$ cat config.mk
export PLATFORM = sky130hd
export DESIGN_NAME = fetch_queue_flat
export DESIGN_NICKNAME = d
export VERILOG_FILES = /design/src/rtl/fetch_queue_if.sv /design/src/rtl/fetch_queue.sv /design/src/flat_wrapper.sv
export SDC_FILE = /design/constraint.sdc
export NUM_CORES = 1
export LEC_CHECK = 0
export ABC_AREA = 1
export CORE_ASPECT_RATIO = 1.5
export CORE_MARGIN = 5
export CORE_UTILIZATION = 35
export DETAILED_ROUTE_END_ITERATION = 8
export PLACE_DENSITY_LB_ADDON = 0.05
export SKIP_LAST_GASP = 1
export SYNTH_ARGS = -nofsm -noshare
export SYNTH_HDL_FRONTEND = slang
export SYNTH_SLANG_ARGS = --single-unit
$ cat constraint.sdc
create_clock -name clk -period 10.3 [get_ports clk]
set_clock_uncertainty 0.2 [all_clocks]
set_input_delay 3.09 -clock clk [delete_from_list [all_inputs] [get_ports clk]]
set_output_delay 3.09 -clock clk [all_outputs]
set_load 0.005 [all_outputs]
$ cat src/rtl/fetch_queue_if.sv
// Instruction bus between the fetch queue (master) and the instruction memory path (slave).
interface fetch_queue_if #(
   parameter int ADDR_W = 64,
   parameter int INST_W = 32
);
   typedef struct packed {
      logic              valid;
      logic [ADDR_W-1:0] addr;
   } ibus_req_t;

   typedef struct packed {
      logic              data_ok;
      logic [INST_W-1:0] data;
   } ibus_resp_t;

   ibus_req_t  ireq;
   ibus_resp_t iresp;
   logic       iaddr_trans_finished;

   modport master (output ireq, input iresp, input iaddr_trans_finished);
   modport slave  (input ireq, output iresp, output iaddr_trans_finished);
endinterface

$ cat src/rtl/fetch_queue.sv
// Instruction fetch queue: one outstanding bus request, DEPTH-entry instruction FIFO,
// redirect handling with response drop for requests made stale by a redirect.
module fetch_queue #(
   parameter logic [63:0] PCINIT = 64'h8000_0000,
   parameter int          DEPTH  = 4,
   parameter int          ADDR_W = 64,
   parameter int          INST_W = 32
) (
   input  logic              clk,
   input  logic              rst,
   fetch_queue_if.master     ibus,
   input  logic              redirect,
   input  logic [ADDR_W-1:0] redirect_pc,
   input  logic              csr_redirect,
   input  logic [ADDR_W-1:0] csr_pc,
   output logic              dec_valid,
   input  logic              dec_ready,
   output logic [INST_W-1:0] dec_inst,
   output logic [ADDR_W-1:0] dec_pc,
   output logic              idle
);
   localparam int PTR_W = $clog2(DEPTH);
   localparam int CNT_W = $clog2(DEPTH + 1);
   localparam logic [CNT_W-1:0] DEPTH_C = CNT_W'(DEPTH);

   typedef enum logic [1:0] {S_IDLE, S_REQ, S_DROP} state_t;

   state_t            state;
   logic              req_valid;
   logic [ADDR_W-1:0] req_addr;
   logic [ADDR_W-1:0] fetch_pc;
   logic [PTR_W-1:0]  head, tail;
   logic [CNT_W-1:0]  count;
   logic [INST_W-1:0] inst_q [DEPTH];
   logic [ADDR_W-1:0] pc_q   [DEPTH];

   logic              resp_acc, redir, push, pop;
   logic [ADDR_W-1:0] redir_pc;

   assign resp_acc = ibus.iresp.data_ok & ibus.iaddr_trans_finished;
   assign redir    = csr_redirect | redirect;
   assign redir_pc = csr_redirect ? csr_pc : redirect_pc;
   // A response landing together with a redirect is stale and must not enter the queue.
   assign push     = (state == S_REQ) & resp_acc & ~redir;
   assign pop      = dec_valid & dec_ready & ~redir;

   assign ibus.ireq = {req_valid, req_addr};

   always_ff @(posedge clk) begin
      if (rst) begin
         state     <= S_IDLE;
         req_valid <= 1'b0;
         req_addr  <= '0;
         fetch_pc  <= ADDR_W'(PCINIT);
         head      <= '0;
         tail      <= '0;
         count     <= '0;
      end else begin
         case (state)
            S_IDLE: begin
               if (!redir && count < DEPTH_C) begin
                  req_valid <= 1'b1;
                  req_addr  <= fetch_pc;
                  state     <= S_REQ;
               end
            end
            S_REQ: begin
               if (resp_acc) begin
                  req_valid <= 1'b0;
                  state     <= S_IDLE;
               end else if (redir) begin
                  state <= S_DROP;
               end
            end
            S_DROP: begin
               if (resp_acc) begin
                  req_valid <= 1'b0;
                  state     <= S_IDLE;
               end
            end
            default: begin
               req_valid <= 1'b0;
               state     <= S_IDLE;
            end
         endcase

         if (redir) begin
            fetch_pc <= redir_pc;
            head     <= '0;
            tail     <= '0;
            count    <= '0;
         end else begin
            if (push) begin
               tail     <= tail + PTR_W'(1);
               fetch_pc <= fetch_pc + ADDR_W'(4);
            end
            if (pop) head <= head + PTR_W'(1);
            if (push && !pop)      count <= count + CNT_W'(1);
            else if (!push && pop) count <= count - CNT_W'(1);
         end
      end
   end

   always_ff @(posedge clk) begin
      if (push) begin
         inst_q[tail] <= ibus.iresp.data;
         pc_q[tail]   <= fetch_pc;
      end
   end

   assign dec_valid = (count != '0);
   assign dec_inst  = inst_q[head];
   assign dec_pc    = pc_q[head];
   assign idle      = (state == S_IDLE);
endmodule

$ cat src/flat_wrapper.sv
// flat-port wrapper written by rule: the top's interface ports become plain ports
module fetch_queue_flat 
#(
   parameter logic [63:0] PCINIT = 64'h8000_0000,
   parameter int          DEPTH  = 4,
   parameter int          ADDR_W = 64,
   parameter int          INST_W = 32
)
  (clk, rst, redirect, redirect_pc, csr_redirect, csr_pc, dec_valid, dec_ready, dec_inst, dec_pc, idle, ibus_ireq, ibus_iresp, ibus_iaddr_trans_finished);
  fetch_queue_if #(.ADDR_W(ADDR_W), .INST_W(INST_W)) ibus_i ();
  input  logic clk;
  input  logic rst;
  input  logic redirect;
  input  logic [ADDR_W-1:0] redirect_pc;
  input  logic csr_redirect;
  input  logic [ADDR_W-1:0] csr_pc;
  output logic dec_valid;
  input  logic dec_ready;
  output logic [INST_W-1:0] dec_inst;
  output logic [ADDR_W-1:0] dec_pc;
  output logic idle;
  output wire logic [$bits(ibus_i.ireq)-1:0] ibus_ireq;
  input wire logic [$bits(ibus_i.iresp)-1:0] ibus_iresp;
  input wire logic [$bits(ibus_i.iaddr_trans_finished)-1:0] ibus_iaddr_trans_finished;
  assign ibus_ireq = ibus_i.ireq;
  assign ibus_i.iresp = ibus_iresp;
  assign ibus_i.iaddr_trans_finished = ibus_iaddr_trans_finished;
  fetch_queue #(.PCINIT(PCINIT), .DEPTH(DEPTH), .ADDR_W(ADDR_W), .INST_W(INST_W)) u_core (.clk(clk), .rst(rst), .ibus(ibus_i), .redirect(redirect), .redirect_pc(redirect_pc), .csr_redirect(csr_redirect), .csr_pc(csr_pc), .dec_valid(dec_valid), .dec_ready(dec_ready), .dec_inst(dec_inst), .dec_pc(dec_pc), .idle(idle));
endmodule
Word level (Yosys, flattened, before mapping) --
Memories as Yosys holds them, arrays and structs flattened. A register that Yosys moved wholly into a read port is not among the register bits. Cells that the tools add are included.
Word-level totals: register bits 138, memory bits (writable) 384, input bits 167, output and inout port bits 163, logic and storage cells 62, memories kept 2
Operators by class: add/sub/neg operators 5, $lt $le $gt $ge 1, eq/ne operators 6, muxes and demuxes 19, bitwise logic cells 7, reductions and logical operators 15
Memory list:
- u_core.pc_q | words 4, width 64, rd ports 1, clocked after memory_dff 1, wr ports 1, line fetch_queue.sv:35 | logic [ADDR_W-1:0] pc_q [DEPTH];
- u_core.inst_q | words 4, width 32, rd ports 1, clocked after memory_dff 1, wr ports 1, line fetch_queue.sv:34 | logic [INST_W-1:0] inst_q [DEPTH];
Operators by type and width (count):
- $mux W64 | 3
- $add A64 B3 Y64 const B | 1
- $mux W2 | 8
- $mux W3 | 2
- $ne A2 B1 Y1 const B | 3
- $pmux W2 S3 | 1
- $and A1 B1 Y1 | 5
- $add A2 B1 Y2 const B | 2
- $mux W1 | 4
- $reduce_and A2 Y1 | 2
- $reduce_bool A2 Y1 | 2
- $reduce_or A2 Y1 | 2
- $add A3 B1 Y3 const B | 1
- $logic_and A1 B1 Y1 | 3
- $logic_not A1 Y1 | 3
- $lt A3 B3 Y1 const B | 1
- $ne A3 B1 Y1 const B | 1
- $reduce_and A3 Y1 | 1
- $reduce_bool A3 Y1 | 1
- $sub A3 B1 Y3 const B | 1
- $eq A2 B1 Y1 const B | 1
- $eq A2 B2 Y1 const B | 1
- $logic_not A2 Y1 | 1
- $pmux W1 S2 | 1
- other kinds (2) | 2

Depth between registers and ports, before layout --
depth after elaboration 7, gate-level depth with buffers 13, mapped depth without buffers 13

Least setup slack after synthesis --
Ideal clock, no wire load.
path type input -> register, start point in redirect, end point mem u_core.inst_q[0][0], enable pin, setup time 0.552 ns, arrival time 7.765 ns, required time 9.548 ns, setup slack 1.783 ns, stages 5, buffers on the path 2, cell sequence buf_2 nor2_4 buf_2 nand2_1 nor2_1
Between the ends: cells in the longest elaborated chain, start to end 5
Ends and longest elaborated chain:
- from (decl) | line flat_wrapper.sv:13 | input logic redirect;
- $or A1 B1 Y1 | line fetch_queue.sv:41 | assign redir = csr_redirect | redirect;
- $not A1 Y1 | line fetch_queue.sv:44 | assign push = (state == S_REQ) & resp_acc & ~redir;
- $and A1 B1 Y1 | line fetch_queue.sv:44
- $mux W1 | line fetch_queue.sv:105 | if (push) begin
- $mux W1 (implied by the code) | line fetch_queue.sv:106 | inst_q[tail] <= ibus.iresp.data;
- to (decl) | line fetch_queue.sv:34
No other way between the ends.

==> reports/qor.txt <==
RSZ-0062 raised after global routing - no
vias in the first global route - 17,019
Filler cells - 6,047
share of the synthesized area in the top cell type - 0.513
Syn Area/Cell - 9.88 um2
register area share after synthesis - 0.638
worst-path maximum fanout - 110
detailed-route DRC error count - 0
GRT busiest layer - met2
Longest Clk Path Bufs - 3
Worst-Skew Late Latency - 0.59 ns
die footprint - 69,500 um2
vias - 17,446
gr usage total - 0.210
Area growth syn-to-layout - 25.5%
CTS root buf - clkbuf_16
Starting DRT DRC Count - 917
worst slew pin tran - 1.03 ns
Rows - 113
Synth warnings - 0
Worst Path Required - 7.01 ns
CTS tree - done
synthesis-stage register bit count - 524
final net count - 2,725
M1 GR Usage - 0.272
fin cells - 3,397
DIE HEIGHT - 320 um
PortBufs - 329
core area - 63,500 um2
Power Dens Cells - 172 nW/um2
H-tree depth - 2
grt met2 use - 0.359
pin count of the biggest net entering global routing - 111
placed cell count - 3,300
path category of the worst min-delay check - reg2reg
pins over their slew limit - 0
element type at the critical path end - output pin
Yosys cell types - 35
chip width - 217 um
layout cells sized above 1 - 0.0622
Yosys top cell by area - edfxtp_1
fin util - 0.444
post-CTS sizing - 0
WL/cell - 22.3 um
syn_nets - 2,451
CP arrival - 3.55 ns
share of the clock period used by the worst path - 0.664
CTS clk-pin slew, worst paths - 0.07 ns
Mapped Cells - 2,274
Num CTS Buffers - 51
CP Class - reg2out
Starting Density - 0.354
Setup Fix Bufs, Post-CTS - 0
startpoint types - register
global route overflow - 0
first-pass GRT wire length - 111 mm
Hold Buf Count CTS - 0
Pre-antenna DRT Iters - 5
dpl ws - 3.65 ns
worst setup margin - 3.46 ns
Final min period - 6.84 ns
Detailed Route WL - 75.7 mm
status - completed
leak pwr - 9.81 nW
Max Fclk - 146 MHz
Detail Placement HPWL - 50.7 mm
multi-input logic area - 6900 um2
Mapped Area - 22,500 um2
grt met3 use - 0.0353
relative slew slack - 0.312
TNS Setup - 0 ns
ANT nets after route - 0
Hold Fails Final Rpt - 0
CTS sink count - 524
initial antenna violation count - 4
Via density - 5.14
IO Count - 330
Max Cap Viol - 0
Synth area leaders - edfxtp_1 51%, dfxtp_1 12%, o21ai_0 9.0%, nor2_1 6.4%, a21oi_1 3.9%
Sequential Area - 14,300 um2
VDD IR max - 0.117 mV
Final setup viols - 0
routability-driven placement congestion ratio - 0.922
-- final timing paths --
| kind | from | to | slack [ns] | cells after the start |
|---|---|---|---|---|
| min | u_core.req_addr[50] | u_core.req_addr[50] | 0.25 | 2 |
| min reg2reg | u_core.req_addr[50] | u_core.req_addr[50] | 0.25 | 2 |
| max | register | dec_pc[27] | 3.46 | 5 |
| max reg2reg | u_core.state[1] | u_core.pc_q[1][30] | 7.20 | 7 |
-- critical path: stages (launching register included) --
cell and delay (ns):
dfxtp_4 0.46, inv_6 0.57, buf_4 0.80, o21ai_0 0.16
o22ai_1 0.29, clkdlybuf4s50_1 0.59
-- synth_stat cells --
master    instances
a211oi_1          1
a21oi_1         177
a21oi_2           2
a31oi_1          17
and3_1            1
buf_1             8
buf_2            22
buf_4             2
clkbuf_1         99
dfxtp_1         140
edfxtp_1        384
fa_1              1
ha_1              9
inv_1           198
inv_2             3
mux2i_1           1
nand2_1         186
nand2_2          13
nand2_4           4
nand3_1          58
nand3_2           1
nand4_1           9
nor2_1          381
nor2_2           12
nor2_4            6
nor2_8            2
nor3_1            3
nor3b_1           1
o211ai_1          1
o21ai_0         402
o21ai_1           9
o21bai_1         14
o21bai_2          4
o22ai_1         100
xor2_1            3
-- through the flow --
stage / cell area, um2 / power, mW / hold WS, ns
after floorplan: 22500 / 2.67 / 0.240
after global placement: 26500 / 2.98 / 0.233
after detailed placement: 26500 / 2.98 / 0.236
after CTS: 28200 / 4.92 / 0.248
after global routing: 28200 / 5.06 / 0.271
final: 28200 / 4.86 / 0.245
-- registers in the layout, indices dropped and copies added, names as in the netlist, named ones only --
name              flops
u_core.pc_q         256
u_core.inst_q       128
u_core.fetch_pc      64
u_core.req_addr      64
u_core.count          3
u_core.head           2
u_core.state          2
u_core.tail           2
u_core.req_valid      1
-- where the power goes --
| part | switching [mW] | total, mW | internal (mW) |
|---|---|---|---|
| combinational | 0.232 | 0.451 | 0.220 |
| sequential | 0.127 | 2.48 | 2.35 |
| clock | 0.808 | 1.92 | 1.12 |
-- layout by cell type, fill, tap and decap left out, drive strengths merged --
cell type        n
dfxtp          140
mux2i            1
bufinv           5
inv            202
clkinv          15
buf             25
nor3b            1
clkinvlp         1
and3             1
a21oi          179
clkdlybuf4s50  327
edfxtp         384
nand2          203
nand4            9
diode            5
o211ai           1
fa               1
xor2             3
o22ai          100
o21ai          411
o21bai          18
ha               9
nand3           59
clkbuf          70
nor3             3
nor2           401
a31oi           17
a211oi           1
-- metal layers --
metal / routed length, um / vias to the layer above
met1: 32000 / 8370
met3: 3890 / 119
li1: - / 8463
met4: 2500 / 0
met5: 0 / -
met2: 37300 / 494
-- logic make-up (layout without fill, tap and decap cells) --
logic type,Yosys count,count (layout),share of synthesized area
xor gates and xnor gates,3,3,0.00117
muxes,1,1,0.000446
AOI/OAI and AO/OA,727,727,0.172
buffers and inverters,332,645,0.0570
adders and majority gates,10,10,0.00590
DFF,524,524,0.638
and+or+nand+nor,677,677,0.126
other,0,5,0
-- layout make-up --
cell class              count  share of cell area
well taps                 805              0.0357
multi-input cells        1418               0.245
flip-flops and latches    524               0.509
repair buffers            352               0.123
diodes                      5            0.000444
inverters                 201              0.0270
clock buffers              70              0.0517
clock inverters            22             0.00936
Note: power is estimated with default switching activity, not from simulation.
